<file path="src/rtl/om_fault_log.sv">
// ---------------------------------------------------------------------------
// om_fault_log
// Violation log for the access checker: sticky flag, address of the most
// recent violation and a saturating violation counter.
// Ports:
//   clk_i, rst_ni  : clock, asynchronous active-low reset
//   clear_i        : wipe the log
//   record_i       : a violation is being reported this cycle
//   rec_addr_i     : request address of that violation
//   fault_o        : sticky violation flag
//   fault_addr_o   : address of the most recent violation
//   fault_cnt_o    : saturating violation count
// ---------------------------------------------------------------------------
module om_fault_log #(
  parameter int CNT_W  = 8,
  parameter int ADDR_W = 32
) (
  input  logic              clk_i,
  input  logic              rst_ni,
  input  logic              clear_i,
  input  logic              record_i,
  input  logic [ADDR_W-1:0] rec_addr_i,
  output logic              fault_o,
  output logic [ADDR_W-1:0] fault_addr_o,
  output logic [CNT_W-1:0]  fault_cnt_o
);

  logic              fault_q, fault_d;
  logic [ADDR_W-1:0] faultAddr_q, faultAddr_d;
  logic [CNT_W-1:0]  faultCnt_q, faultCnt_d;

  // A violation arriving together with a clear wins: the log restarts with
  // this violation as its only entry rather than being wiped.
  always_comb begin
    fault_d     = fault_q;
    faultAddr_d = faultAddr_q;
    faultCnt_d  = faultCnt_q;
    if (record_i) begin
      fault_d     = 1'b1;
      faultAddr_d = rec_addr_i;
      if (clear_i)          faultCnt_d = CNT_W'(1);
      else if (&faultCnt_q) faultCnt_d = faultCnt_q;
      else                  faultCnt_d = faultCnt_q + CNT_W'(1);
    end else if (clear_i) begin
      fault_d     = 1'b0;
      faultAddr_d = '0;
      faultCnt_d  = '0;
    end
  end

  always_ff @(posedge clk_i or negedge rst_ni) begin
    if (!rst_ni) begin
      fault_q     <= 1'b0;
      faultAddr_q <= '0;
      faultCnt_q  <= '0;
    end else begin
      fault_q     <= fault_d;
      faultAddr_q <= faultAddr_d;
      faultCnt_q  <= faultCnt_d;
    end
  end

  assign fault_o      = fault_q;
  assign fault_addr_o = faultAddr_q;
  assign fault_cnt_o  = faultCnt_q;

endmodule

</file>
<file path="config.mk">
export PLATFORM = sky130hd
export DESIGN_NAME = om_fault_log
export DESIGN_NICKNAME = d
export VERILOG_FILES = /design/src/rtl/om_fault_log.sv
export SDC_FILE = /design/constraint.sdc
export NUM_CORES = 1
export LEC_CHECK = 0
export CAP_MARGIN = 20
export CORE_UTILIZATION = 25
export DETAILED_ROUTE_END_ITERATION = 16
export PLACE_DENSITY = 0.63
export SLEW_MARGIN = 10
export SYNTH_ARGS = -nofsm -noshare
export SYNTH_HDL_FRONTEND = slang
export SYNTH_SLANG_ARGS = --single-unit
</file>
<file path="constraint.sdc">
create_clock -name clk_i -period 1.4 [get_ports clk_i]
set_input_delay 0.14 -clock clk_i [delete_from_list [all_inputs] [get_ports clk_i]]
set_output_delay 0.14 -clock clk_i [all_outputs]
set_load 0.005 [all_outputs]
</file>
# Yosys cells after proc, flatten, opt, wreduce, memory -nomap -nowiden
# Cells that the tools add are included.
[op_classes] div=0 n_mux=8 reduce_logical=3 bitwise_logic=0 shifts=0 order_cmp=0 mul=0 eq_ne=1 n_addsub=1
[ops] cell="$mux W32" count=2
[ops] cell="$mux W8" count=4
[ops] cell="$add A8 B1 Y8 const B" count=1
[ops] cell="$reduce_and A8 Y1" count=1
[ops] cell="$mux W1" count=2
[ops] cell="$ne A2 B2 Y1 const B" count=1
[ops] cell="$reduce_and A2 Y1" count=1
[ops] cell="$reduce_bool A2 Y1" count=1
[totals] mem_bits_ro=0 wordCells=16 ff_bits=41 latchBits=0 in_bits=36 mem_count=0 ram_bits=0

# Depth between registers and ports, before layout
[depth] word_depth=4 mapped_depth=5

# Least setup slack after synthesis
# No wires, ideal clock.
[synth_path] path_kind="register to register" startpoint="register faultCnt_q[0] (netlist: fault_cnt_o[0])" endpoint="register faultCnt_q[5] (netlist: fault_cnt_o[5])" setup_ns=0.125 stages_incl_launch_ff=5 t_required_ns=1.275 slack_ns=-0.082 arrival_time_ns=1.357 path_cell_list="dfrtp_1 -> ha_1 -> and3_1 -> a211oi_2 -> mux2_4"
[synth_between] elab_chain_len=4
[synth_lines] item="start: declaration" line_no="30" rtl="logic [CNT_W-1:0] faultCnt_q, faultCnt_d;"
[synth_lines] item="start signal: assignment" line_no="59" rtl="faultCnt_q <= faultCnt_d;"
[synth_lines] item="$add A8 B1 Y8" line_no="43" rtl="else faultCnt_d = faultCnt_q + CNT_W'(1);"
[synth_lines] item="$mux W8" line_no="42" rtl="else if (&faultCnt_q) faultCnt_d = faultCnt_q;"
[synth_lines] item="$mux W8" line_no="41" rtl="if (clear_i) faultCnt_d = CNT_W'(1);"
[synth_lines] item="$mux W8" line_no="38" rtl="if (record_i) begin"
# Parallel ways exist; a longest one is shown, timed or not. The select of a mux whose other input is x is not followed.
# A chain may end at the register's enable or synchronous reset.

# Worst setup path after layout
# Same ends and word-level chain as after synthesis.

==> results.cfg <==
[outcome]
run_status = finished, violations left
violations = negative setup slack

[synth]
yosysSeqAreaShare_pct = 62.4
syn-cell-area_sq_um = 1640
synth_common_cells = dfrtp_1 (41), a22o_1 (32), buf_2 (5)
synth-main-ff-cell = dfrtp_1
ys_async_sr_fraction_pct = 100
syn_inst = 123
yosys.area.top_type = dfrtp_1
synth_top_area_share_pct = 62.4
syn_nets = 160
synth.area.top_cells = dfrtp_1 (62%), a22o_1 (17%), buf_2 (1.5%)
synth.avg_cell_area_sq_um = 13.4
yosysWarnings = 0
ys_seq_elements = 41
synth_cell_type_count = 31
synth-edff-count = 0
synth_most_common_cell = dfrtp_1

[floorplanning]
start_util_pct = 25.9
die_area_sq_um = 6900
die_w_um = 83.1
io-pin-count = 77
fp.dieH_um = 83.1
core_sq_um = 6350
rows = 29

[clocking]
clockBufferDepth = 2
cts_buffers = 5
cts-root-buf = clkbuf_8
clock_latency_ns = 0.29
cts_tree = done
clk_pin_slew_worst_paths_ns = 0.08
h-tree-depth = 2
clock-sinks = 41

[grt]
antenna_found_initial = 0
grt_first_pass_wirelength_mm = 7.16
track_usage_pct = 12.9
grt_max_degree = 42
gr-total-overflow = 0
grt_pass1_vias = 1478

[route]
ant_nets = 0
drc = 0
post_drt_wl_per_cell_um = 14.4
finalWirelength_mm = 4.27
top_layer = met4
met1_length_mm = 1.95
via_per_inst = 4.70
wl_met2_mm = 2.04
dr_total_vias = 1391
drt_iter0_drc = 46
dr.pass1.iters = 4
wl_met3_um = 244

[setup_path]
crit_cells = 4
cp_max_fo = 3
worstPathRequired_ns = 1.58
crit_chain = ha_2, and3_4, a211oi_2, mux2_4
critPathArrivalTime_ns = 1.60
r2r_slack_ns = -0.02
cpPeakStageDelay_ns = 0.41
worst_path_max_delay_cell = dfrtp_1
crit_buf_inv = 0
cp-endpoint = fault_cnt_o[5]
reg2reg_to = fault_cnt_o[5]
r2r-start = fault_cnt_o[0]
crit_path_end_kind = flop
cp-start-kind = flop
rr_worst_depth = 4
critPathLaunch = fault_cnt_o[0]
critPathTopFamily = flip-flops
criticalPathCategory = flop to flop

[sta]
timing_hold_violations_final = 0
max_clock_freq_ghz = 0.704
finalMaxSlewViolations = 0
post-route-period-util_pct = 101
max-slew-margin-rel_pct = 65.0
worst_pin_slew_ns = 0.524
finalSetupViolations = 1
fin_skew_ns = 0.000473
final.setup.worst_slack_ns = -0.0199
rsz0062_at_grt = true
period_needed_ns = 1.42

[cells_and_area]
diodes = 0
multi_input_area_sq_um = 584
area_delta_synth_final_pct = 70.2
final_area_sq_um = 2800
drive_gt1_share_pct = 19.2
finalNonFillerCells = 296
fill_cells = 579
seq_area_sq_um = 1030
final_nets = 255
final_util_pct = 44.1

[placed_design]
dp_cells = 285
dp_slack_ns = -0.0929
placed_cell_area_sq_um = 2610
gp_congestion = 0.747
dp_hpwl_mm = 2.89
port_buffers = 76

[power]
vdd_drop_max_mv = 0.437
power_density_nw_per_um2 = 984
power_leakage_uw = 0.00126

[min_path]
hold_path.class = input port to async pin

[job]
drv_cap = 0
[what timing repair did]
item | in CTS | in global routing
hold buffers | 1 | 0
endpoints found under the setup margin | 8 | 8
endpoints found under the hold margin | 41 | 0
pin swaps | 2 | 2
buffers inserted | 2 | 0
gates resized for setup | 9 | 8
[through the flow]
stage,hold slack (ns),TNS (ns),total power (uW)
after floorplan,-0.156,-0.0497,1460
after global placement,0.250,-0.435,1790
after detailed placement,0.243,-1.23,1790
after CTS,0.455,-0.0153,2790
after global routing,0.466,-0.104,2870
final,0.449,-0.0199,2750
[sequential cells by signal, summed over array words and instances (netlist names)]
register / cells
fault_o: 1
fault_cnt_o: 8
fault_addr_o: 32
[where the power goes]
group          switching (uW)  leakage [uW]  internal, uW  total, uW
Sequential               43.2      0.000523          1260       1300
Combinational             158      0.000680           310        468
Clock                     401     0.0000585           581        983
[area by class of cell]
class	instances	share of cell area (%)
clock inverter	1	1.07
timing repair buffer	99	34.5
multi-input combinational	68	20.9
tap	77	3.44
sequential	41	36.7
clock buffer	7	3.08
inverter	3	0.402
[worst reg2reg max path: stages (launching register included)]
cell	delay, ns
dfrtp_1	0.41
ha_2	0.19
and3_4	0.18
a211oi_2	0.21
mux2_4	0.32
[routing by layer]
metal / vias up / track usage (%)
met5: - / 0
met4: 0 / 3.76
met3: 5 / 4.08
met2: 49 / 20.4
met1: 679 / 16.8
li1: 658 / -
[cells in the final DEF, fill, tap and decap left out, types with 2 or more instances in the layout]
cell type and instances:
a22o_1 32, buf_4 17, clkbuf_8 6, buf_6 3, and4b_1 2, dfrtp_1 41
nand4_1 4, buf_12 2, nor3_1 2, dlymetal6s2s_1 2, a211oi_2 3, a21oi_1 3
dlygate4sd2_1 6, inv_1 3, clkdlybuf4s50_1 67, nand2b_1 2, nand2_1 3
[cells by family (layout without fill, tap and decap cells)]
family          count (synthesis)  after routing  share of synthesized area, %
simple gates                   21             21                          8.14
compound gates                 44             44                          22.5
buf+inv                        14            110                          4.72
mux                             2              2                          1.52
fa+ha+maj                       1              1                         0.761
flops                          41             41                          62.4
[how the worst min path moves through the flow]
| stage | startpoint | to | slack (ns) | cells after the start |
|---|---|---|---|---|
| 2_1_floorplan | rst_ni | fault_addr_o[0] | -0.16 | 0 |
| 3_3_place_gp | rst_ni | fault_addr_o[26] | 0.25 | 2 |
| 3_5_place_dp | rst_ni | fault_addr_o[21] | 0.24 | 2 |
| 4_1_cts | rec_addr_i[18] | fault_addr_o[18] | 0.45 | 2 |
| 5_1_grt | rec_addr_i[24] | fault_addr_o[24] | 0.47 | 2 |
| 6_report | rst_ni | fault_addr_o[16] | 0.45 | 3 |
Note: power is estimated with default switching activity, not from simulation.
